<file path="config.mk">
export PLATFORM = sky130hd
export DESIGN_NAME = bus_arbiter
export DESIGN_NICKNAME = d
export VERILOG_FILES = /design/src/rtl/bus_arbiter.sv
export SDC_FILE = /design/constraint.sdc
export NUM_CORES = 1
export LEC_CHECK = 0
export ABC_AREA = 1
export CELL_PAD_IN_SITES_DETAIL_PLACEMENT = 0
export CELL_PAD_IN_SITES_GLOBAL_PLACEMENT = 2
export CORE_MARGIN = 2
export CORE_UTILIZATION = 10
export CTS_CLUSTER_DIAMETER = 200
export CTS_CLUSTER_SIZE = 24
export DETAILED_ROUTE_END_ITERATION = 8
export PLACE_DENSITY = 0.95
export RECOVER_POWER = 25
export SLEW_MARGIN = 15
export SYNTH_ARGS = -nofsm -noshare
export SYNTH_HDL_FRONTEND = slang
export SYNTH_SLANG_ARGS = --single-unit
</file>
<file path="constraint.sdc">
create_clock -name clk -period 2.2 [get_ports clk]
set_input_delay 0.22 -clock clk [delete_from_list [all_inputs] [get_ports clk]]
set_output_delay 0.22 -clock clk [all_outputs]
set_load 0.02 [all_outputs]
</file>
<file path="src/rtl/bus_arbiter.sv">
// Two-master bus arbiter: last-owner fairness with a per-owner burst limit.
// Read responses are routed to the issuing master one cycle after the address.
module bus_arbiter #(
  parameter int WIDTH     = 32,
  parameter int MAX_BURST = 4
) (
  input  logic             clk,
  input  logic             rst,
  input  logic             m0_req,
  input  logic [WIDTH-1:0] m0_addr,
  input  logic [WIDTH-1:0] m0_wdata,
  input  logic             m0_we,
  output logic             m0_gnt,
  output logic [WIDTH-1:0] m0_rdata,
  output logic             m0_rvalid,
  input  logic             m1_req,
  input  logic [WIDTH-1:0] m1_addr,
  input  logic [WIDTH-1:0] m1_wdata,
  input  logic             m1_we,
  output logic             m1_gnt,
  output logic [WIDTH-1:0] m1_rdata,
  output logic             m1_rvalid,
  output logic [WIDTH-1:0] bus_addr,
  output logic [WIDTH-1:0] bus_wdata,
  output logic             bus_we,
  input  logic [WIDTH-1:0] bus_rdata
);

  localparam int CW = $clog2(MAX_BURST + 1);
  localparam logic [CW-1:0] MAXB = CW'(MAX_BURST);

  typedef enum logic [1:0] {
    IDLE,
    OWN0,
    OWN1
  } state_t;

  state_t        state;
  state_t        state_nx;
  logic [CW-1:0] cnt;
  logic [CW-1:0] cnt_nx;
  logic          last;
  logic          xfer0;
  logic          xfer1;
  logic          burst_done;

  assign xfer0      = (state == OWN0) && m0_req;
  assign xfer1      = (state == OWN1) && m1_req;
  assign burst_done = cnt >= (MAXB - CW'(1));

  assign m0_gnt   = (state == OWN0);
  assign m1_gnt   = (state == OWN1);
  assign m0_rdata = bus_rdata;
  assign m1_rdata = bus_rdata;

  // Next owner: yield on burst limit only when the other master waits.
  always_comb begin
    state_nx = state;
    unique case (state)
      IDLE: begin
        if (m0_req && m1_req)
          state_nx = last ? OWN0 : OWN1;
        else if (m0_req)
          state_nx = OWN0;
        else if (m1_req)
          state_nx = OWN1;
      end
      OWN0: begin
        if (m0_req) begin
          if (burst_done && m1_req)
            state_nx = OWN1;
        end else if (m1_req) begin
          state_nx = OWN1;
        end else begin
          state_nx = IDLE;
        end
      end
      OWN1: begin
        if (m1_req) begin
          if (burst_done && m0_req)
            state_nx = OWN0;
        end else if (m0_req) begin
          state_nx = OWN0;
        end else begin
          state_nx = IDLE;
        end
      end
      default: state_nx = IDLE;
    endcase
  end

  // Burst length: restarts with each new owner, saturates while held.
  always_comb begin
    cnt_nx = cnt;
    if (state_nx != state || state_nx == IDLE)
      cnt_nx = '0;
    else if ((xfer0 || xfer1) && cnt != MAXB)
      cnt_nx = cnt + CW'(1);
  end

  // Bus drives only the active transfer; zeros otherwise.
  always_comb begin
    bus_addr  = '0;
    bus_wdata = '0;
    bus_we    = 1'b0;
    if (xfer0) begin
      bus_addr  = m0_addr;
      bus_wdata = m0_wdata;
      bus_we    = m0_we;
    end else if (xfer1) begin
      bus_addr  = m1_addr;
      bus_wdata = m1_wdata;
      bus_we    = m1_we;
    end
  end

  // State, burst count, fairness pointer and read-response tags.
  always_ff @(posedge clk) begin
    if (rst) begin
      state     <= IDLE;
      cnt       <= '0;
      last      <= 1'b1;
      m0_rvalid <= 1'b0;
      m1_rvalid <= 1'b0;
    end else begin
      state     <= state_nx;
      cnt       <= cnt_nx;
      m0_rvalid <= xfer0 && !m0_we;
      m1_rvalid <= xfer1 && !m1_we;
      if (state == OWN0)
        last <= 1'b0;
      else if (state == OWN1)
        last <= 1'b1;
    end
  end

endmodule

</file>
==> results of run 1 <==
-- synthesized netlist by cell type (2+ instances only) --
master,count
inv_2,2
o21ai_0,2
buf_2,13
nor2_1,11
nand2_2,4
buf_4,64
nand3_1,68
inv_1,15
ha_1,7
nor3_1,2
a21oi_1,2
buf_1,5
clkbuf_1,3
nand2_1,153
dfxtp_1,8
-- cells in the final DEF, fill, tap and decap left out, types with 5 or more instances in the layout --
cell type and count:
nand3_1 68, inv_1 14, nor2_1 11, buf_4 10, clkdlybuf4s50_1 137, nand2_1 153
dlygate4sd2_1 63, buf_12 5, dfxtp_1 8, ha_1 7
-- where the power goes --
group	switching (µW)	internal, µW
registers	10.9	161
logic	545	503
clock network	77.2	235
-- how the worst min path moves through the flow --
stage                               to  slack, ns  depth (start not counted)
final                     m0_rdata[10]       0.44                          0
after global routing      m1_rdata[18]       0.44                          0
after CTS                  m0_rdata[8]       0.44                          0
after detailed placement   m0_rdata[8]       0.44                          0
after global placement     m0_rdata[8]       0.44                          0
after floorplan               state[0]       0.29                          1
-- repair_timing --
action,4_1_cts,5_1_grt
hold buffers,0,0
endpoints found under the setup margin,65,2
gates cloned,0,0
gates resized for setup,65,2
pin swaps,0,0
-- area by class of cell --
cell class,instances,area (µm²)
inverter,18,67.6
multi-input combinational,255,1150
sequential,8,160
clock buffer,3,75.1
fill,2243,15400
timing repair buffer,217,2120
tap,265,332
-- stage by stage --
stage	total power, µW	std cells	utilization (%)	worst slack (ns)	hold WS, ns
finish	1530	766	20.2	0.149	0.440
global route	1650	766	20.2	0.00813	0.440
CTS	1560	766	20.2	0.134	0.440
detailed placement	1330	763	20.2	0.0292	0.440
global placement	1330	763	20.2	0.0401	0.440
floorplan	852	366	-	0.329	0.292
-- logic make-up after synthesis --
kind of cell / count (synthesis) / share of synthesized area (%)
AND/OR/NAND/NOR: 239 / 51.2
AO/OA/AOI/OAI: 7 / 2.18
adder cells (fa/ha/maj): 7 / 4.48
flip-flops: 8 / 8.19
buffers and inverters: 103 / 32.9
XOR/XNOR: 1 / 0.448
multiplexers: 1 / 0.576
-- sequential cells by signal, indices dropped and copies added (netlist names) --
signal / count
cnt: 3
last: 1
m0_rvalid: 1
m1_rvalid: 1
state: 2
-- routing by layer --
metal	track usage, %	part of all wire, %
met3	2.07	11
met5	0	0
met2	12.8	49
met1	7.43	38
met4	2.63	2.5
==> impl_metrics.json, run 1 <==
{
  "die_area_mm2": 0.0207,
  "worst_r2r_endpoint": "cnt[1]",
  "ant_nets": 0,
  "vias_per_cell": 3.42,
  "r2r_slack_ns": 0.43,
  "crit_cells": 7,
  "design_area_mm2": 0.00390,
  "worstSetupStartpoint": "state[1]",
  "dpl.hpwl_um": 6550,
  "cap_violations": 0,
  "slew_headroom_pct": 81.3,
  "first_pass_iters": 4,
  "dpl_cell_area_mm2": 0.00391,
  "yosysWarnings": 0,
  "crit_required_ns": 1.98,
  "period_share_pct": 93.2,
  "core_area_mm2": 0.0193,
  "overflow": 0,
  "cts_sinks": 8,
  "rows": 51,
  "max_stage_delay_ns": 0.34,
  "rsz0062_at_grt": "no",
  "path_cells": "inv_1 > ha_1 > nand2_2 > buf_12 > nand3_1 > nand2_1 > dlygate4sd2_1",
  "power_density_mw_per_mm2": 393,
  "routedWlPerCell_um": 10.7,
  "cp.arrival_ns": 1.83,
  "synth_top_cell_by_area": "nand2_1",
  "grt_pass1_vias": 2375,
  "syn_inst": 366,
  "p_leak_uw": 0.00199,
  "status": "finished, final reports clean",
  "grt_pass1_wl_um": 11700,
  "globalplace.congestion": 0.721,
  "synth-async-reset-ratio_pct": 0,
  "hp-start": "bus_rdata[10]",
  "die_h_um": 144,
  "cts_inserted_buffers": 3,
  "min_period_ns": 2.05,
  "yosysSeqAreaShare_pct": 8.19,
  "cts_tree": "done",
  "synth.avg_cell_area_um2": 5.34,
  "antenna_found_initial": 0,
  "startpoint_type": "flop",
  "hold_path_class": "input port to primary output",
  "drt_iter0_drc": 79,
  "num_antenna_cells": 0,
  "die-width_um": 144,
  "area.growth.synth_to_final_pct": 99.7,
  "cts_root_buf": "clkbuf_16",
  "synth_nets": 539,
  "vias": 2618,
  "grt_max_degree": 61,
  "setup_viol": 0,
  "ir_drop_mv": 0.374,
  "drive_gt1_share_pct": 5.59,
  "insertion_delay_ns": 0.23,
  "nets": 676,
  "ys.flop_type": "dfxtp_1",
  "fmax_ghz": 0.488,
  "tightest_slew_ns": 0.281,
  "path_delay_family": "buffers and inverters",
  "port_buffers": 202,
  "critical_path_buf_inv_count": 3,
  "io_pins": 299,
  "initial_core_util_pct": 10.1,
  "cp_slowest_cell": "dfxtp_1",
  "setup_tns_ns": 0,
  "fin_skew_ns": 0.00107,
  "synth-seq-cells": 8,
  "synth_edf_count": 0,
  "grt_use_total_pct": 6.96,
  "synthesis.area_mm2": 0.00195,
  "cts_setup_buffers": 0,
  "r2r-start": "state[1]",
  "endpoint": "bus_wdata[23]",
  "cts.clk_slew.worst_paths_ns": 0.04,
  "clockBufferDepth": 2,
  "worstSetupPathType": "flop to primary output",
  "synthTopCellsByArea": "nand2_1 (29%), buf_4 (25%), nand3_1 (17%), dfxtp_1 (8.2%), ha_1 (4.5%)",
  "wirelength_um": 8190,
  "htree_levels": 1,
  "hold_violations": 0,
  "ff2ff_path_depth": 9,
  "end_kind": "primary output",
  "synth_cell_types": 22,
  "drc": 0,
  "path_max_fanout": 60,
  "drv_slew": 0,
  "synth_top_area_share_pct": 29.4
}
Note: power is estimated with default switching activity, not from simulation.
==> run 2: changes to the inputs <==
- CAP_MARGIN: default -> 40
- CTS_BUF_LIST: default -> sky130_fd_sc_hd__clkbuf_2 sky130_fd_sc_hd__clkbuf_4 sky130_fd_sc_hd__clkbuf_8
==> run 2 against run 1 <==
Non-clock buffer count is the same. Global-route usage about the same. Design area is 0.87% lower.
==> impl_metrics.json, run 2 (same netlist as run 1, synthesis figures left out) <==
{
  "layout_common_cells": "nand2_1 (153), clkdlybuf4s50_1 (137), nand3_1 (68), dlygate4sd2_1 (63), inv_1 (14)",
  "switching_share_pct": 44.2,
  "htree_levels": 1,
  "cts_setup_buffers": 0,
  "initial_core_util_pct": 10.1,
  "setup_tns_ns": 0,
  "core_area_mm2": 0.0193,
  "period_share_pct": 93.1,
  "cts_tree": "done",
  "status": "finished, final reports clean",
  "drc": 0,
  "die_h_um": 144,
  "vias_per_cell": 3.41,
  "rows": 51,
  "cap_violations": 0,
  "stdcell_count": 766,
  "ir_drop_mv": 0.278,
  "largest_register_ffs": 3,
  "routedWlPerCell_um": 10.6,
  "hold_violations": 0,
  "dpl.hpwl_um": 6550,
  "final_common_cell": "nand2_1",
  "power_density_mw_per_mm2": 362,
  "first_pass_iters": 4,
  "drive_gt1_share_pct": 5.59,
  "startpoint_type": "flop",
  "crit_required_ns": 1.98,
  "grt_use_total_pct": 6.91,
  "hold_buffers": 0,
  "p_leak_uw": 0.00198,
  "worstSetupPathType": "flop to primary output",
  "grt_max_degree": 61,
  "postLayoutCoreUtil_pct": 20.0,
  "slew_headroom_pct": 81.2,
  "grt_pass1_wl_um": 11600,
  "io_pins": 299,
  "hold_path_class": "input port to primary output",
  "die-width_um": 144,
  "tightest_slew_ns": 0.282,
  "place_inst": 763,
  "port_buffers": 202,
  "min_period_ns": 2.05,
  "cp.arrival_ns": 1.83,
  "ant_nets": 0,
  "rsz0062_at_grt": "no",
  "dpl_cell_area_mm2": 0.00391,
  "grt_pass1_vias": 2367,
  "nets": 676,
  "num_antenna_cells": 0,
  "internal_power_uw": 783,
  "setup_viol": 0,
  "cts.clk_slew.worst_paths_ns": 0.05,
  "p_comb_share_pct": 74.7,
  "clkPwrFrac_pct": 13.1,
  "wirelength_um": 8160,
  "top_register": "cnt",
  "area.growth.synth_to_final_pct": 98.0,
  "vias": 2611,
  "cts_root_buf": "clkbuf_8",
  "antenna_found_initial": 0,
  "drt_iter0_drc": 71,
  "seqPwrFrac_pct": 12.2,
  "die_area_mm2": 0.0207,
  "drv_slew": 0,
  "path_max_fanout": 60,
  "globalplace.congestion": 0.721,
  "multi_input_area_mm2": 0.00115,
  "design_area_mm2": 0.00387,
  "register_area_um2": 160,
  "insertion_delay_ns": 0.23,
  "reg_top3": "cnt (3), state (2)",
  "end_kind": "primary output",
  "overflow": 0,
  "cts_sinks": 8,
  "fin_hold_ws_ns": 0.440,
  "p_sw_uw": 619,
  "fin_skew_ns": 0.000602,
  "clockBufferDepth": 2,
  "fillCellCount": 2248,
  "cts_inserted_buffers": 3,
  "fmax_ghz": 0.488
}
==> run 2: cell counts in the layout (fill, tap and decap cells not counted) <==
No cell type changed its count.
==> run 2: what timing repair did <==
item | CTS | global route
setup endpoints to repair | 65 | 2
pin swaps | 0 | 0
gates resized for setup | 65 | 2
==> run 2: critical path, cell delays in order (launching register included) <==
cell	delay (ns)
dfxtp_1	0.34
inv_1	0.09
ha_1	0.22
nand2_2	0.12
buf_12	0.28
nand3_1	0.12
nand2_1	0.07
dlygate4sd2_1	0.34
==> run 2: power by group through the flow <==
stage | sequential, µW | clock [µW] | combinational, µW
detailed placement | 174 | 0 | 1150
global placement | 174 | 0 | 1160
CTS | 171 | 191 | 1060
floorplan | 175 | 0 | 676
finish | 171 | 183 | 1050
global route | 173 | 195 | 1150
==> run 2: cell type report <==
class                           instances  area share [%]
Sequential cell                         8            4.14
Inverter                               18            1.75
Tap cell                              265            8.57
Multi-Input combinational cell        255            29.7
Timing Repair Buffer                  217            54.7
Clock buffer                            3            1.07
==> run 2: layer usage <==
metal | routed length, µm | track usage (%) | vias up
li1 | - | - | 1351
met1 | 3100 | 7.41 | 1107
met2 | 3940 | 12.8 | 125
met3 | 912 | 2.07 | 28
met4 | 204 | 2.48 | 0
met5 | 0 | 0 | -
==> run 2: final timing paths <==
path / endpoint / depth (start not counted) / slack [ns] / start
setup / recovery: bus_wdata[23] / 7 / 0.15 / state[1]
hold / removal: m0_rdata[10] / 0 / 0.44 / bus_rdata[10]
setup reg to reg: cnt[1] / 9 / 0.43 / state[1]
hold reg to reg: last / 2 / 0.49 / last
==> run 2: per-stage QoR <==
stage | setup slack, ns | total power [µW]
after detailed placement | 0.0292 | 1330
after floorplan | 0.329 | 852
after CTS | 0.130 | 1430
after global routing | 0.00256 | 1520
final | 0.152 | 1400
after global placement | 0.0401 | 1330
